--- src/rtl/fifo_n_entry.sv ---
// fifo_n_entry: multi-channel ingress FIFO.
// NUM_CH independent circular buffers feed one look-ahead output register.
// Arbitration is either max-occupancy or round-robin, selectable per cycle.
// Each channel reports a full flag, and HFULL flags any channel at or above
// HFULL_TH. DO_CH tags the channel that DO came from.
module fifo_n_entry #(
   parameter int DATA_SIZE     = 49,
   parameter int FIFO_SIZE     = 8,
   parameter int FIFO_ADDR_LEN = 3,
   parameter int NUM_CH        = 4,
   parameter int CH_ADDR_LEN   = 2,
   parameter int HFULL_TH      = 4
) (
   input  logic                          clk,
   input  logic                          rst,
   input  logic                          DEQ,
   input  logic                          MODE,
   input  logic [NUM_CH-1:0]             ENQ,
   input  logic [NUM_CH*DATA_SIZE-1:0]   DI,
   output logic                          EMPTY,
   output logic                          FULL,
   output logic                          HFULL,
   output logic [NUM_CH-1:0]             CH_FULL,
   output logic [DATA_SIZE-1:0]          DO,
   output logic [CH_ADDR_LEN-1:0]        DO_CH
);

   localparam logic [FIFO_ADDR_LEN:0]   CNT_FULL = (FIFO_ADDR_LEN+1)'(FIFO_SIZE);
   localparam logic [FIFO_ADDR_LEN:0]   CNT_HALF = (FIFO_ADDR_LEN+1)'(HFULL_TH);
   localparam logic [FIFO_ADDR_LEN:0]   CNT_ONE  = (FIFO_ADDR_LEN+1)'(1);
   localparam logic [FIFO_ADDR_LEN-1:0] PTR_ONE  = FIFO_ADDR_LEN'(1);
   localparam logic [CH_ADDR_LEN-1:0]   RR_INIT  = CH_ADDR_LEN'(NUM_CH-1);
   localparam logic [NUM_CH-1:0]        CH_ONE   = NUM_CH'(1);

   // Per-channel views gathered from the generate blocks.
   logic [NUM_CH-1:0][FIFO_ADDR_LEN:0] count;
   logic [NUM_CH-1:0][DATA_SIZE-1:0]   head;
   logic [NUM_CH-1:0]                  nonzero;
   logic [NUM_CH-1:0]                  push;
   logic [NUM_CH-1:0]                  pop;
   logic [NUM_CH-1:0]                  half;

   // Output stage and arbitration state.
   logic                               empty_reg;
   logic [DATA_SIZE-1:0]               do_reg;
   logic [CH_ADDR_LEN-1:0]             do_ch_reg;
   logic [CH_ADDR_LEN-1:0]             rr_ptr_reg;

   // Arbitration results.
   logic                               ld;
   logic                               any_ready;
   logic [CH_ADDR_LEN-1:0]             sel_max;
   logic [CH_ADDR_LEN-1:0]             sel_rr;
   logic [CH_ADDR_LEN-1:0]             sel;
   logic [FIFO_ADDR_LEN:0]             best_cnt;
   logic                               rr_found;
   logic [CH_ADDR_LEN-1:0]             rr_idx;

   genvar gi;
   generate
      for (gi = 0; gi < NUM_CH; gi++) begin : g_ch
         logic [DATA_SIZE-1:0]     mem [FIFO_SIZE];
         logic [FIFO_ADDR_LEN-1:0] wr_ptr_reg;
         logic [FIFO_ADDR_LEN-1:0] rd_ptr_reg;
         logic [FIFO_ADDR_LEN:0]   count_reg;

         // Full test uses the registered count, so a same-cycle pop never
         // lets a write into a full channel.
         assign CH_FULL[gi] = (count_reg == CNT_FULL);
         assign half[gi]    = (count_reg >= CNT_HALF);
         assign push[gi]    = ENQ[gi] & ~CH_FULL[gi];
         assign nonzero[gi] = |count_reg;
         assign count[gi]   = count_reg;
         assign head[gi]    = mem[rd_ptr_reg];

         // Payload storage; no reset so it maps onto plain RAM.
         always_ff @(posedge clk) begin
            if (push[gi]) begin
               mem[wr_ptr_reg] <= DI[gi*DATA_SIZE +: DATA_SIZE];
            end
         end

         // Pointers wrap naturally at FIFO_SIZE; count tracks push/pop.
         always_ff @(posedge clk or posedge rst) begin
            if (rst) begin
               wr_ptr_reg <= '0;
               rd_ptr_reg <= '0;
               count_reg  <= '0;
            end else begin
               if (push[gi]) begin
                  wr_ptr_reg <= wr_ptr_reg + PTR_ONE;
               end
               if (pop[gi]) begin
                  rd_ptr_reg <= rd_ptr_reg + PTR_ONE;
               end
               case ({push[gi], pop[gi]})
                  2'b10:   count_reg <= count_reg + CNT_ONE;
                  2'b01:   count_reg <= count_reg - CNT_ONE;
                  default: count_reg <= count_reg;
               endcase
            end
         end
      end
   endgenerate

   // Max-occupancy pick: strict greater-than keeps ties on the lowest index.
   always_comb begin
      sel_max  = '0;
      best_cnt = count[0];
      for (int i = 1; i < NUM_CH; i++) begin
         if (count[i] > best_cnt) begin
            best_cnt = count[i];
            sel_max  = CH_ADDR_LEN'(i);
         end
      end
   end

   // Round-robin pick: first nonempty channel after the last one served.
   always_comb begin
      sel_rr   = '0;
      rr_found = 1'b0;
      rr_idx   = '0;
      for (int k = 1; k <= NUM_CH; k++) begin
         rr_idx = CH_ADDR_LEN'((int'(rr_ptr_reg) + k) % NUM_CH);
         if (!rr_found && nonzero[rr_idx]) begin
            rr_found = 1'b1;
            sel_rr   = rr_idx;
         end
      end
   end

   // Load decision and the one-hot pop toward the channel buffers.
   always_comb begin
      any_ready = |nonzero;
      sel       = MODE ? sel_rr : sel_max;
      ld        = empty_reg | DEQ;
      pop       = '0;
      if (ld && any_ready) begin
         pop = CH_ONE << sel;
      end
   end

   // Look-ahead output register: refilled whenever it is empty or consumed.
   always_ff @(posedge clk or posedge rst) begin
      if (rst) begin
         empty_reg  <= 1'b1;
         do_reg     <= '0;
         do_ch_reg  <= '0;
         rr_ptr_reg <= RR_INIT;
      end else if (ld) begin
         if (any_ready) begin
            do_reg     <= head[sel];
            do_ch_reg  <= sel;
            empty_reg  <= 1'b0;
            rr_ptr_reg <= sel;
         end else begin
            empty_reg  <= 1'b1;
         end
      end
   end

   assign EMPTY = empty_reg;
   assign DO    = do_reg;
   assign DO_CH = do_ch_reg;
   assign FULL  = |CH_FULL;
   assign HFULL = |half;

endmodule

--- config.mk ---
export PLATFORM = sky130hd
export DESIGN_NAME = fifo_n_entry
export DESIGN_NICKNAME = d
export VERILOG_FILES = /design/src/rtl/fifo_n_entry.sv
export SDC_FILE = /design/constraint.sdc
export NUM_CORES = 2
export LEC_CHECK = 0
export BUFFER_PORTS_ARGS = -buffer_cell sky130_fd_sc_hd__buf_2
export CORE_MARGIN = 3
export CORE_UTILIZATION = 61
export DETAILED_ROUTE_END_ITERATION = 6
export PLACE_DENSITY = 0.79
export SLEW_MARGIN = 20
export SYNTH_ARGS = -nofsm -noshare
export SYNTH_HDL_FRONTEND = slang
export SYNTH_SLANG_ARGS = --single-unit
--- constraint.sdc ---
create_clock -name clk -period 7.9 [get_ports clk]
set_clock_uncertainty 0.15 [all_clocks]
set_input_delay 1.58 -clock clk [delete_from_list [all_inputs] [get_ports clk]]
set_output_delay 1.58 -clock clk [all_outputs]
set_load 0.005 [all_outputs]
* Word level (Yosys, flattened, before mapping) *
Memory sizes are Yosys's and may differ from the RTL's.
Index checks and enable logic that the tools add are counted.
Widths: inputs -> output; s select.

storage, ports and cells
  register bits = 94
  RAM bits = 1,568
  output and inout port bits = 58
  memories kept = 4

memories
  name         words  width  read ports  clocked after memory_dff  wr ports  RTL line  text
  g_ch[0].mem  8      49     1           0                         1         62        logic [DATA_SIZE-1:0] mem [FIFO_SIZE];
  g_ch[1].mem  8      49     1           0                         1         62
  g_ch[2].mem  8      49     1           0                         1         62
  g_ch[3].mem  8      49     1           0                         1         62

operators by class
  add/sub/neg operators = 20
  order comparisons = 12
  equality and inequality tests = 12
  shift-type cells = 1
  multiplexer cells = 37
  bitwise logic cells = 9
  reductions and logical operators = 19

operator list
  operator             count
  $bmux 49 s2          1
  $mux 49              1
  $pmux 4 s2           4
  $add 3x1->3 const B  8
  $reduce_or 4->1      6
  $mux 1               17
  $add 4x1->4 const B  4
  $eq 4x4->1 const B   4
  $ge 4x3->1 const B   4
  $reduce_or 16->1     1
  $sub 4x1->4 const B  4
  $lt 2x3->1 const B   5
  $mux 2               7
  $gt 4x4->1           3
  $mux 4               3
  $bmux 1 s2           4
  $eq 2x1->1 const B   4
  $eq 2x2->1 const B   4
  $reduce_bool 2->1    4
  $add 2x1->2 const B  2
  $add 2x2->2 const B  2
  $and 1x1->1          4
  $logic_and 1x1->1    4
  $not 1->1            4
  other kinds (4)      6

* Longest topological paths before layout *
  depth after elaboration = 18
  depth in mapped cells = 31
  gate-level depth less buffers = 28

* Worst setup path before layout *
OpenSTA, ideal clock, no wires.

  kind = input port to flip-flop
  start point = in ENQ[1]
  end point = mem g_ch[1].mem[0][0] (enable)
  library setup time = 577 ps
  data arrival time = 6,709 ps
  data required time = 7,173 ps
  slack = 464 ps
  stages on the path = 3
  path through = nor2b_1 > clkinv_1 > nor4_1

on the way
  cells in the longest elaborated chain, start to end = 3

ends and longest elaborated chain
  what                          RTL line  text
  start: declaration            18        input logic [NUM_CH-1:0] ENQ,
  $and 1x1->1                   71        assign push[gi] = ENQ[gi] & ~CH_FULL[gi];
  $mux 1                        78        if (push[gi]) begin
  $mux 1 (not written as such)  79        mem[wr_ptr_reg] <= DI[gi*DATA_SIZE +: DATA_SIZE];
  end: declaration              62

No other way between the ends.

* Worst setup path after layout *
  start point = reg g_ch[0].count_reg[1]
  end point = reg g_ch[2].count_reg[3]

on the way
  cells in the longest elaborated chain, start to end = 18

ends and longest elaborated chain
  what                                                    RTL line  text
  start: declaration                                      65        logic [FIFO_ADDR_LEN:0] count_reg;
  start signal: assignment                                97        2'b10: count_reg <= count_reg + CNT_ONE;
  start signal: assignment                                98        2'b01: count_reg <= count_reg - CNT_ONE;
  start signal: assignment                                99        default: count_reg <= count_reg;
  branches (longest 15 deep; another with $gt 4x4->1)     --
  $mux 4 (*)                                              138       if (ld && any_ready) begin
  via pop[2]                                              40        logic [NUM_CH-1:0] pop;
  $eq 2x1->1 / $eq 2x2->1 (equally long branches)         96        case ({push[gi], pop[gi]})
  $pmux 4 s2 / $reduce_bool 2->1 (equally long branches)  --
  end signal: assignment                                  97
  end signal: assignment                                  98
  end signal: assignment                                  99
  end: declaration                                        65

Mark *: on every way through the listed nets, which the timed path passes. The select of a mux whose other input is x is not followed.
A chain may end at the register's enable or synchronous reset.

==> flow_summary.yaml <==
placed_design:
  portBuffers: 261
  routabilityCongestion: 0.955
  dp_hpwl_um: 99300
worst_setup_path:
  critPathLaunchType: "flop"
  crit_slowest_cell: "a21oi_1"
  cp.depth: 29
  crit_path_start: "g_ch[0].count_reg[1]"
  crit_type: "flop to flop"
  r2r_cells: 29
  critical_path_required_ns: 8.39
  cp.arrival_ns: 7.32
  slowest_delay_ns: 0.61
  cp_common_cell: "ha_1"
  rr_startpoint: "g_ch[0].count_reg[1]"
  crit_family: "compound AO/OA/AOI/OAI gates"
  end_kind: "flop"
  crit_buf_inv: 3
  worstPathMaxFanout: 51
logic_synthesis:
  yosysSeqAreaShare_pct: 76.6
  avgSynthCellArea_um2: 22.0
  synthesis.instances: 2930
  synth-edff-count: 1568
  ys_ff_latch: 1662
  syn_nets: 3170
  synth_warnings: 0
  synth_ff_type: "edfxtp_1"
  ys_types: 49
  async_flop_share_pct: 5.66
  syn-cell-area_um2: 64600
floorplanning:
  die_y_um: 331
  dieArea_um2: 110000
  start_util_pct: 61.9
  num_io_pins: 262
  core_um2: 104000
  die_x_um: 331
  fp-row-count: 118
timing:
  timing.hold.ws_ns: 0.346
  fin_crit_sh_pct: 86.5
  hold_viol: 0
  setup_violations: 0
  fmax_ghz: 0.146
  period_needed_ns: 6.83
  rsz0062_at_grt: "false"
  timing.slew.headroom_pct: 25.3
  finalSetupTns_ns: 0
  max_slew.worst_pin.slew_ns: 1.12
  slew_viol_final: 0
worst_hold_path:
  hold_class: "flop to flop"
  hold_start: "DO_CH[1]"
  whs_path_depth: 2
routing:
  firstDrtPassIters: 5
  via_per_inst: 6.64
  drt_iter0_markers: 4420
  ant_nets: 0
  wl_per_cell_um: 33.6
  drc: 0
  vias: 31850
  routed_wl_um: 161000
power:
  p_leak_nw: 24.0
  irDropWorstVdd_v: 0.000611
  finalPower_mw: 30.6
  powerDensity_nw_per_um2: 420
clock_tree:
  postCtsResizedCells: 0
  ctsRootBufferMaster: "clkbuf_16"
  cts_sinks: 1662
  cts_buffer_depth: 3
  cts_tree: "yes"
  ctsHoldBuffers: 0
  htreeDepth: 4
  numCtsBuffers: 160
  cts_setup_buffers: 0
  path_clk_slew_ns: 0.06
  clk_latency_ns: 0.77
status:
  status: "completed"
grt:
  grt_max_degree: 83
  grt_pass1_vias: 32191
  grt_util_all_layers_pct: 29.8
  grt_pass1_wl_um: 233000
  grt.overflow.total: 0
  antenna_found_initial: 53
cells_and_area:
  final_nets: 3500
  nFillCells: 6035
  area_delta_synth_final_pct: 13.0
  layout-drive-gt1-share_pct: 32.2
  largest_register_ff_count: 1568
job:
  cap_violations: 0
[layout by cell type, fill, tap and decap left out, types with 5 or more instances in the layout]
cell       Yosys  final
o21ai_0       61     61
nor4_1         7      5
inv_6          0      6
clkinv_2       0     23
dfrtp_4        0      9
buf_4          1     57
ha_1          32     32
a21oi_1       15     14
clkinv_1       2     37
xnor2_1       21     21
clkbuf_1      96     39
nor2_1        31     13
mux4_2       392    392
o211ai_1     104    104
buf_2         29    261
nand2b_1      11     10
nor3_2         1     12
bufinv_16      0     14
nor2b_1        7      7
mux2i_1      151    151
dfrtp_1       91     79
inv_1         21     20
diode_2        0     27
nor2_4         1     19
nand2_1       96     96
edfxtp_1    1568   1568
clkinv_8       0      5
clkbuf_16      0    164
xor2_1         9      9
mux2_2       101    101
[where the power goes]
group / internal (mW) / switching [mW] / total (mW) / leakage [nW]
Clock: 4.30 / 3.18 / 7.47 / 2.50
Sequential: 11.2 / 1.19 / 12.4 / 15.3
Combinational: 4.34 / 6.41 / 10.8 / 6.13
[metrics by stage]
stage	utilization, %	setup WS, ns	area, um^2	instances
finish	70.0	1.07	72900	4798
global route	69.9	0.514	72900	4780
CTS	69.9	1.22	72800	4771
detailed placement	65.0	1.30	67700	4478
global placement	65.0	1.53	67700	4478
floorplan	-	0.464	64600	2930
[cell usage after synthesis (2+ instances only)]
library cell     n  area [um^2]
o21ai_0         61          305
nand3_1          4         20.0
clkbuf_1        96          360
dfrtp_1         91         2280
mux2_2         101         1140
clkinv_1         2         7.51
o211ai_1       104          781
buf_1           24         90.1
xor2_1           9         78.8
ha_1            32          400
dfstp_2          3         78.8
nor4_4           2         42.5
nor4b_1          3         26.3
nand4_1          2         12.5
nand2_1         96          360
xnor2_1         21          184
nor2b_1          7         43.8
or4_1            3         22.5
fa_1             4         80.1
nor3_1          14         70.1
inv_1           21         78.8
edfxtp_1      1568        47100
nor4_1           7         43.8
a21o_1           4         30.0
a21oi_1         15         75.1
buf_2           29          145
mux2i_1        151         1510
and2_1           3         18.8
nor2_1          31          116
and4_1           2         17.5
nand2b_1        11         68.8
mux4_2         392         8830
[tightest hold or removal path, stage by stage, from the launching register on]
cell     delay, ns
dfrtp_1       0.36
nand2_1       0.05
nand2_1       0.05
[layout make-up]
type	instances	area, um^2	share of cell area [%]
Antenna cell	27	67.6	0.0927
Clock buffer	205	4280	5.87
Clock inverter	88	852	1.17
Inverter	23	88.8	0.122
Multi-Input combinational cell	1094	14700	20.1
Sequential cell	1662	49500	67.9
Tap cell	1380	1730	2.37
Timing Repair Buffer	319	1750	2.41
[routing by layer]
| metal | track usage, % | vias up | routed length [um] |
|---|---|---|---|
| met1 | 40.1 | 16563 | 57000 |
| met3 | 11.0 | 354 | 21100 |
| met2 | 44.5 | 1945 | 75500 |
| met5 | 0 | - | 218 |
| li1 | - | 12952 | - |
| met4 | 12.9 | 36 | 7350 |
[kinds of logic after synthesis]
logic type | count (synthesis) | synth area share [%]
AOI/OAI and AO/OA | 192 | 1.95
DFF | 1662 | 76.6
muxes | 645 | 17.8
xor gates and xnor gates | 30 | 0.407
and+or+nand+nor | 191 | 1.43
adders and majority gates | 36 | 0.744
buffers and inverters | 174 | 1.09
[path summary, 6_finish.rpt]
kind / end / slack, ns
max: g_ch[2].count_reg[3] / 1.07
min: DO_CH[1] / 0.35
max reg2reg: g_ch[2].count_reg[3] / 1.07
min reg2reg: DO_CH[1] / 0.35
max in group asynchronous: g_ch[1].rd_ptr_reg[2] / 5.69
min in group asynchronous: g_ch[2].wr_ptr_reg[0] / 0.73
Note: power is estimated with default switching activity, not from simulation.
